[config.mk]
export PLATFORM = sky130hd
export DESIGN_NAME = bp_tlb_asid
export DESIGN_NICKNAME = d
export VERILOG_FILES = /design/src/rtl/bp_tlb_asid.sv
export SDC_FILE = /design/constraint.sdc
export NUM_CORES = 1
export LEC_CHECK = 0
export ABC_CLOCK_PERIOD_IN_PS = 10760
export BUFFER_PORTS_ARGS = -buffer_cell sky130_fd_sc_hd__clkbuf_2
export CAP_MARGIN = 10
export CORE_MARGIN = 10
export CORE_UTILIZATION = 55
export CTS_CLUSTER_SIZE = 40
export DETAILED_ROUTE_END_ITERATION = 12
export PLACE_DENSITY = 0.72
export SETUP_SLACK_MARGIN = 0.5
export SYNTH_ARGS = -nofsm -noshare
export SYNTH_HDL_FRONTEND = slang
export SYNTH_SLANG_ARGS = --single-unit
export TNS_END_PERCENT = 1
[constraint.sdc]
create_clock -name clk_i -period 10.76 [get_ports clk_i]
set_clock_uncertainty 0.15 [all_clocks]
set_input_delay 1.076 -clock clk_i [delete_from_list [all_inputs] [get_ports clk_i]]
set_output_delay 1.076 -clock clk_i [all_outputs]
set_load 0.02 [all_outputs]
[src/rtl/bp_tlb_asid.sv]
// ============================================================================
// Module   : bp_tlb_asid
// Purpose  : Fully-associative ASID-tagged TLB. It has a 1-cycle lookup, an
//            in-place or round-robin fill, and a selective ASID flush walk.
// Option   : BP_TLB_PERF_CNT_EN enables the saturating hit/miss counters.
// Revision : 1.0
// ============================================================================
`default_nettype none

module bp_tlb_asid #(
  parameter int els_p         = 8,
  parameter int vtag_width_p  = 27,
  parameter int ptag_width_p  = 28,
  parameter int entry_width_p = 36,
  parameter int asid_width_p  = 9
) (
  input  logic                     clk_i,
  input  logic                     reset_n_i,
  input  logic                     translation_en_i,
  input  logic [asid_width_p-1:0]  asid_i,
  input  logic                     r_v_i,
  input  logic [vtag_width_p-1:0]  r_vtag_i,
  input  logic                     w_v_i,
  input  logic [vtag_width_p-1:0]  w_vtag_i,
  input  logic                     w_g_i,
  input  logic [entry_width_p-1:0] w_entry_i,
  input  logic                     flush_all_i,
  input  logic                     flush_asid_v_i,
  input  logic [asid_width_p-1:0]  flush_asid_i,
  output logic                     ready_o,
  output logic                     r_v_o,
  output logic [entry_width_p-1:0] r_entry_o,
  output logic                     miss_v_o,
  output logic [vtag_width_p-1:0]  miss_vtag_o,
  output logic [31:0]              hit_cnt_o,
  output logic [31:0]              miss_cnt_o
);

  localparam int IDX_W  = (els_p > 1) ? $clog2(els_p) : 1;
  localparam int PASS_W = (vtag_width_p < ptag_width_p) ? vtag_width_p : ptag_width_p;

  typedef enum logic [0:0] {IDLE = 1'b0, WALK = 1'b1} state_e;

  state_e                   state_q, state_n;
  logic                     rst_done_q;
  logic [els_p-1:0]         valid_q;
  logic [els_p-1:0]         g_q;
  logic [vtag_width_p-1:0]  vtag_q  [els_p];
  logic [asid_width_p-1:0]  asid_q  [els_p];
  logic [entry_width_p-1:0] entry_q [els_p];
  logic [IDX_W-1:0]         victim_q;
  logic [IDX_W-1:0]         walk_idx_q;
  logic [asid_width_p-1:0]  flush_asid_q;

  logic                     flush_any;
  logic                     rd_acc;
  logic                     wr_acc;
  logic                     walk_start;
  logic                     r_hit;
  logic [entry_width_p-1:0] r_hit_entry;
  logic [entry_width_p-1:0] pass_entry;
  logic [els_p-1:0]         w_match;
  logic [els_p-1:0]         fill_oh;
  logic                     w_found;
  logic                     inv_found;
  logic                     use_victim;
  logic [IDX_W-1:0]         w_idx;
  logic [IDX_W-1:0]         inv_idx;
  logic [IDX_W-1:0]         fill_idx;
  logic                     walk_kill;

  // ready_o stays low until the first edge after reset release.
  assign ready_o    = rst_done_q & (state_q == IDLE);
  assign flush_any  = flush_all_i | flush_asid_v_i;
  assign rd_acc     = ready_o & r_v_i & ~flush_any;
  assign wr_acc     = ready_o & w_v_i & translation_en_i & ~flush_any;
  assign walk_start = ready_o & flush_asid_v_i & ~flush_all_i;
  assign walk_kill  = valid_q[walk_idx_q] & ~g_q[walk_idx_q]
                    & (asid_q[walk_idx_q] == flush_asid_q);

  always_comb begin
    r_hit       = 1'b0;
    r_hit_entry = '0;
    for (int i = 0; i < els_p; i++) begin
      if (!r_hit && valid_q[i] && (vtag_q[i] == r_vtag_i)
          && (g_q[i] || (asid_q[i] == asid_i))) begin
        r_hit       = 1'b1;
        r_hit_entry = entry_q[i];
      end
    end
  end

  always_comb begin
    pass_entry             = '0;
    pass_entry[PASS_W-1:0] = r_vtag_i[PASS_W-1:0];
  end

  // A global fill also claims same-vtag entries of other ASIDs, so that no
  // lookup can ever see two matches afterwards.
  always_comb begin
    w_match   = '0;
    w_found   = 1'b0;
    w_idx     = '0;
    inv_found = 1'b0;
    inv_idx   = '0;
    for (int i = 0; i < els_p; i++) begin
      w_match[i] = valid_q[i] && (vtag_q[i] == w_vtag_i)
                   && (g_q[i] || w_g_i || (asid_q[i] == asid_i));
    end
    for (int i = 0; i < els_p; i++) begin
      if (!w_found && w_match[i]) begin
        w_found = 1'b1;
        w_idx   = IDX_W'(i);
      end
      if (!inv_found && !valid_q[i]) begin
        inv_found = 1'b1;
        inv_idx   = IDX_W'(i);
      end
    end
    use_victim        = !w_found && !inv_found;
    fill_idx          = w_found ? w_idx : (inv_found ? inv_idx : victim_q);
    fill_oh           = '0;
    fill_oh[fill_idx] = 1'b1;
  end

  always_comb begin
    state_n = state_q;
    case (state_q)
      IDLE:    if (walk_start) state_n = WALK;
      WALK:    if (walk_idx_q == IDX_W'(els_p - 1)) state_n = IDLE;
      default: state_n = IDLE;
    endcase
    if (flush_all_i) state_n = IDLE;
  end

  always_ff @(posedge clk_i or negedge reset_n_i) begin
    if (!reset_n_i) begin
      state_q      <= IDLE;
      rst_done_q   <= 1'b0;
      valid_q      <= '0;
      victim_q     <= '0;
      walk_idx_q   <= '0;
      flush_asid_q <= '0;
    end else begin
      state_q    <= state_n;
      rst_done_q <= 1'b1;
      if (flush_all_i) begin
        valid_q    <= '0;
        victim_q   <= '0;
        walk_idx_q <= '0;
      end else if (state_q == WALK) begin
        if (walk_kill) valid_q[walk_idx_q] <= 1'b0;
        walk_idx_q <= walk_idx_q + IDX_W'(1);
      end else if (walk_start) begin
        flush_asid_q <= flush_asid_i;
        walk_idx_q   <= '0;
      end else if (wr_acc) begin
        valid_q <= (valid_q & ~w_match) | fill_oh;
        if (use_victim) victim_q <= victim_q + IDX_W'(1);
      end
    end
  end

  // Tag/payload storage needs no reset: valid_q qualifies every read.
  always_ff @(posedge clk_i) begin
    if (wr_acc) begin
      vtag_q[fill_idx]  <= w_vtag_i;
      asid_q[fill_idx]  <= asid_i;
      g_q[fill_idx]     <= w_g_i;
      entry_q[fill_idx] <= w_entry_i;
    end
  end

  always_ff @(posedge clk_i or negedge reset_n_i) begin
    if (!reset_n_i) begin
      r_v_o       <= 1'b0;
      miss_v_o    <= 1'b0;
      r_entry_o   <= '0;
      miss_vtag_o <= '0;
    end else begin
      r_v_o    <= rd_acc & (~translation_en_i | r_hit);
      miss_v_o <= rd_acc & translation_en_i & ~r_hit;
      if (rd_acc && !translation_en_i) begin
        r_entry_o <= pass_entry;
      end else if (rd_acc && r_hit) begin
        r_entry_o <= r_hit_entry;
      end
      if (rd_acc && translation_en_i && !r_hit) miss_vtag_o <= r_vtag_i;
    end
  end

`ifdef BP_TLB_PERF_CNT_EN
  logic [31:0] hit_cnt_q;
  logic [31:0] miss_cnt_q;

  always_ff @(posedge clk_i or negedge reset_n_i) begin
    if (!reset_n_i) begin
      hit_cnt_q  <= '0;
      miss_cnt_q <= '0;
    end else begin
      if (r_v_o && (hit_cnt_q != 32'hFFFF_FFFF))    hit_cnt_q  <= hit_cnt_q + 32'd1;
      if (miss_v_o && (miss_cnt_q != 32'hFFFF_FFFF)) miss_cnt_q <= miss_cnt_q + 32'd1;
    end
  end

  assign hit_cnt_o  = hit_cnt_q;
  assign miss_cnt_o = miss_cnt_q;
`else
  assign hit_cnt_o  = '0;
  assign miss_cnt_o = '0;
`endif

endmodule

`default_nettype wire
# After elaboration in Yosys (flattened, before gate mapping)
# Memories as Yosys holds them, arrays and structs flattened.
# Cells that the tools add are included.
[classes]
n_shift = 0
add_sub_neg = 2
muxes = 78
n_lt_le_gt_ge = 4
bitwise = 26
n_eq_ne = 30
n_reduce_logical = 123
multipliers = 0
n_div = 0
[op_table]
columns = ["op", "n"]
rows = [
  ["$eq A27 B27 Y1", 16],
  ["$mux W36", 10],
  ["$eq A9 B9 Y1", 9],
  ["$mux W3", 22],
  ["$logic_and A1 B1 Y1", 60],
  ["$mux W8", 5],
  ["$mux W1", 35],
  ["$logic_not A1 Y1", 31],
  ["$logic_or A1 B1 Y1", 24],
  ["$and A8 B8 Y8", 2],
  ["$not A8 Y8", 2],
  ["$and A1 B1 Y1", 13],
  ["$bwmux W8", 1],
  ["$lt A3 B4 Y1 const B", 2],
  ["$or A8 B8 Y8", 1],
  ["$add A3 B1 Y3 const B", 2],
  ["$bmux W1 S3", 2],
  ["$demux W1 S3", 2],
  ["$ge A3 B1 Y1 const B", 2],
  ["$not A1 Y1", 6],
  ["$reduce_and A3 Y1", 2],
  ["$reduce_bool A2 Y1", 3],
  ["$reduce_bool A3 Y1", 2],
  ["$ne A2 B2 Y1 const B", 2],
  ["other kinds (6)", 7],
]
[word_totals]
mem_bits_rw = 576
mem_bits_ro = 0
inputBits = 116
latch_bits = 0
regBits = 98
mem_count = 3
[mem_list]
columns = ["name", "words", "word_bits", "rd", "rd_ports_with_merged_regs", "wr", "line_no", "source"]
rows = [
  ["entry_q", 8, 36, 8, 0, 1, "50", "logic [entry_width_p-1:0] entry_q [els_p];"],
  ["vtag_q", 8, 27, 8, 0, 1, "48", "logic [vtag_width_p-1:0] vtag_q [els_p];"],
  ["asid_q", 8, 9, 9, 0, 1, "49", "logic [asid_width_p-1:0] asid_q [els_p];"],
]

# Logic depth before layout (Yosys ltp)
# An unclocked memory read counts as a cell.
[logic_depth]
ltp_word = 43
depth_mapped = 14

# Worst setup path before layout
# Ideal clock, no wire load.
[synth_timing]
path_type = "input port to flip-flop"
from = "input w_vtag_i[5]"
to = "memory asid_q[0][0] (enable)"
slack_ps = 1853
stages = 9
setup_ps = 611
n_path_buf = 1
arrival_time_ps = 8147
required_ps = 9999
cell_sequence = "clkbuf_1 > xnor2_1 > nand4_1 > nor4_1 > nand4_1 > o21ai_0 > nor4_1 > a21oi_1 > nor3b_1"
[synth_via]
elab_chain_len = 26
elab_cells_between_ends = 54
cone_classes = "eq/ne (8); mux (16); reduce/logical (30)"
[synth_lines]
columns = ["item", "line_no", "source"]
rows = [
  ["start: declaration", "24", "input logic [vtag_width_p-1:0] w_vtag_i,"],
  ["$eq A27 B27 Y1", "107", "w_match[i] = valid_q[i] && (vtag_q[i] == w_vtag_i)"],
  ["$logic_and A1 B1 Y1", "107", ""],
  ["$logic_and A1 B1 Y1", "108", "&& (g_q[i] || w_g_i || (asid_q[i] == asid_i));"],
  ["$mux W1", "111", "if (!w_found && w_match[i]) begin"],
  ["$logic_not A1 Y1", "111", ""],
  ["$logic_and A1 B1 Y1", "111", ""],
  ["$mux W1", "111", ""],
  ["$logic_not A1 Y1", "111", ""],
  ["[10 not listed]", "--", ""],
  ["$mux W1", "111", ""],
  ["$logic_not A1 Y1", "111", ""],
  ["$logic_and A1 B1 Y1", "111", ""],
  ["$mux W1", "111", ""],
  ["$logic_not A1 Y1", "111", ""],
  ["$logic_and A1 B1 Y1", "111", ""],
  ["$mux W3 / $mux W1 (equally long branches)", "111", ""],
  ["$mux W3 *", "121", "fill_idx = w_found ? w_idx : (inv_found ? inv_idx : victim_q);"],
  ["end: declaration", "49", ""],
]
# Every way passes the cells marked *; elsewhere a longest branch is shown, timed or not.

# Final worst setup path
[layout_timing]
from = "input w_vtag_i[25]"
to = "memory entry_q[7][30] (enable)"
[layout_via]
elab_chain_len = 26
elab_cells_between_ends = 54
cone_classes = "eq/ne (8); mux (16); reduce/logical (30)"
[layout_lines]
columns = ["item", "line_no"]
rows = [
  ["$eq A27 B27 Y1", "107"],
  ["$logic_and A1 B1 Y1", "107"],
  ["$logic_and A1 B1 Y1", "108"],
  ["$mux W1", "111"],
  ["$logic_not A1 Y1", "111"],
  ["$logic_and A1 B1 Y1", "111"],
  ["$mux W1", "111"],
  ["$logic_not A1 Y1", "111"],
  ["[10 not listed]", "--"],
  ["$mux W1", "111"],
  ["$logic_not A1 Y1", "111"],
  ["$logic_and A1 B1 Y1", "111"],
  ["$mux W1", "111"],
  ["$logic_not A1 Y1", "111"],
  ["$logic_and A1 B1 Y1", "111"],
  ["$mux W3 / $mux W1 (equally long branches)", "111"],
  ["$mux W3 *", "121"],
  ["end: declaration", "50"],
]
# Marked as above.

==> flow_summary.ini <==
[detailed_routing]
drt_iter0_drc = 2685
drtAntennaViolNets = 0
drtPass1Iterations = 6
dr_total_vias = 21971
wirelength_um = 104000
via_per_inst = 6.50
drc = 0
post_drt_wl_per_cell_um = 30.7

[worst_setup_path]
ff2ff_path_depth = 9
critical_path.most_common_cell = nand2_1
cp.depth = 11
slowest_stage = nor4_1
critPathMaxStageDelay_ps = 870
path_cells = clkbuf_2, xnor2_1, nand4_1, nor4_1, o211ai_1, nand3_1, nand2_1, a21oi_1, nand2_1, nor2_4, buf_4
arrival_ps = 5880
start_kind = input pin
worstPathBufferInverterCount = 2
worstPathMaxFanout = 46
setup.worst_path.end_class = flop
critPathKind = input pin to flop
crit_family = simple AND/OR/NAND/NOR gates
crit_required_ps = 10850

[global_routing]
antenna_found_initial = 5
grt_pass1_wl_um = 150000
grt_max_degree = 74
track_usage = 0.299
grt_overflow = 0
grt_pass1_vias = 21985

[die]
die_area_um2 = 68200
row_count = 88
core_area_um2 = 57600
die_width_um = 261
io_pins = 246
die-height_um = 261
start_util = 0.555

[cells_and_area]
finalInstanceArea_um2 = 35900
area_growth_pct = 12.4
fillers = 4422
layout.nets = 2673
drive_gt1_frac = 0.166

[power]
p_total_mw = 6.17
peakVddDrop_mv = 0.163
p_leak_nw = 12.0
pwr_density_cell_nw_per_um2 = 172

[logic_synthesis]
netlist.top_cell.by_area = edfxtp_1
synth_top_cells_by_area = edfxtp_1 55%, xnor2_1 11%, dfrtp_1 7.0%, xor2_1 3.2%, nand4_1 2.9%
synth-edff-count = 584
async_flop_share = 0.134
synth_top_cell_area_share = 0.548
ys_types = 86
ys_seq_elements = 674
syn-instance-count = 2393
synth_flop_cell = edfxtp_1
yosysWarnings = 0
yosysSeqAreaShare = 0.619
synth_common_cells = 584 x edfxtp_1, 396 x xnor2_1, 149 x nand4_1, 118 x xor2_1, 97 x nor2_1
synth_area_per_cell_um2 = 13.4
yosysMostFrequentCell = edfxtp_1
syn_area_um2 = 32000

[clock_network]
clock-sinks = 674
post_cts_buffers = 0
cts_max_level = 3
insertion_delay_ps = 620
cts_hold_buf = 0
postCtsResizedCells = 0
clk_path_buf_depth = 3
cts-buffers-inserted = 73
clkSlewWorstSetupHoldPaths_ps = 60
ctsRootBufferMaster = clkbuf_16
cts_tree = yes

[sta]
hold_violations = 0
report.final.slew_viol_count = 0
tns_ps = 0
maxSlewHeadroom = 0.102
period_share = 0.538
fmax_mhz = 173
tightest_slew_ps = 1330
finalSetupViolations = 0
setup_ws_ps = 4970
rsz0062_at_grt = no
period_needed_ps = 5790

[min_path]
min-delay-path-class = input pin to async pin

[placement]
portBuffers = 181
dpl.hpwl_um = 67400
post-place-ws_ps = 4360
dpl_cell_area_um2 = 33300
place.gp.congestion = 0.968

[run_status]
status = finished clean

[job]
max_cap_viol_count = 0
==> registers in the layout, summed over array words and instances, names as in the netlist, 3 cells and up <==
signal,flops
asid_q,72
miss_vtag_o,27
walk_idx_q,3
victim_q,3
g_q,8
r_entry_o,36
entry_q,288
flush_asid_q,9
valid_q,8
vtag_q,216
==> through the flow <==
step,cells,hold WS (ps),util
floorplan,2456,349,-
global placement,3241,339,0.579
detailed placement,3242,346,0.579
CTS,3376,337,0.624
global route,3381,366,0.624
finish,3381,334,0.624
==> cell families after synthesis <==
logic type,share of synthesized area
DFF,0.619
buffers and inverters,0.0373
and+or+nand+nor,0.102
adders and majority gates,0.00117
AOI/OAI and AO/OA,0.0770
other,0.000235
xor gates and xnor gates,0.141
muxes,0.0230
==> worst reg2reg max path: stages, from the launching register on <==
cell      delay (ps)
edfxtp_1         430
xor2_1           180
nor4_1           410
a41oi_1          650
o22ai_1          430
nor4_1           150
a21oi_1          590
nand2_1          320
nor2_4           890
buf_4            700
==> cell usage in the layout, fill, tap and decap left out, types with 13 or more instances in the layout <==
| master | n |
|---|---|
| a211o_1 | 17 |
| a211oi_1 | 19 |
| a21oi_1 | 40 |
| a221oi_1 | 28 |
| a22o_1 | 16 |
| a22oi_1 | 28 |
| a31oi_1 | 20 |
| buf_4 | 35 |
| clkbuf_16 | 77 |
| clkbuf_2 | 181 |
| clkinv_2 | 15 |
| conb_1 | 65 |
| dfrtp_1 | 90 |
| edfxtp_1 | 584 |
| inv_1 | 19 |
| mux2_2 | 56 |
| nand2_1 | 79 |
| nand2b_1 | 13 |
| nand3_1 | 51 |
| nand4_1 | 149 |
| nor2_1 | 90 |
| nor2b_1 | 13 |
| nor3_1 | 48 |
| nor4_1 | 46 |
| o21ai_0 | 34 |
| o22ai_1 | 25 |
| o31ai_1 | 14 |
| xnor2_1 | 396 |
| xor2_1 | 118 |
==> path summary, 6_finish.rpt <==
path	slack [ps]	start	end
worst max-delay path	4970	w_vtag_i[25]	entry_q[7][30]$_DFFE_PP_
worst min-delay path	330	reset_n_i	state_q$_DFF_PN0_
worst max register to register	5390	asid_q[0][0]$_DFFE_PP_	entry_q[1][26]$_DFFE_PP_
worst min register to register	360	miss_vtag_o[19]$_DFFE_PN0P_	miss_vtag_o[19]$_DFFE_PN0P_
max in group asynchronous	8900	reset_n_i	miss_vtag_o[3]$_DFFE_PN0P_
min in group clk_i	360	miss_vtag_o[19]$_DFFE_PN0P_	miss_vtag_o[19]$_DFFE_PN0P_
==> report_power, final <==
group	leakage (nW)	switching [mW]	internal [mW]
registers	6.38	0.0460	2.90
logic	4.37	0.363	0.171
clock network	1.27	1.07	1.61
==> routing by layer <==
layer / up-vias / part of all wire / track usage
li1: 9243 / - / -
met1: 10916 / 0.38 / 0.394
met2: 1523 / 0.46 / 0.464
met3: 285 / 0.11 / 0.0756
met4: 4 / 0.047 / 0.135
met5: - / 0.00019 / 0
==> layout make-up <==
type	count	area, um^2	area share
clock inverters	37	494	0.0138
flip-flops and latches	674	19800	0.551
repair buffers	218	1190	0.0330
diodes	3	7.51	0.000209
multi-input cells	1565	11300	0.316
well taps	765	957	0.0266
inverters	22	82.6	0.00230
clock buffers	97	2080	0.0579
Note: power is estimated with default switching activity, not from simulation.
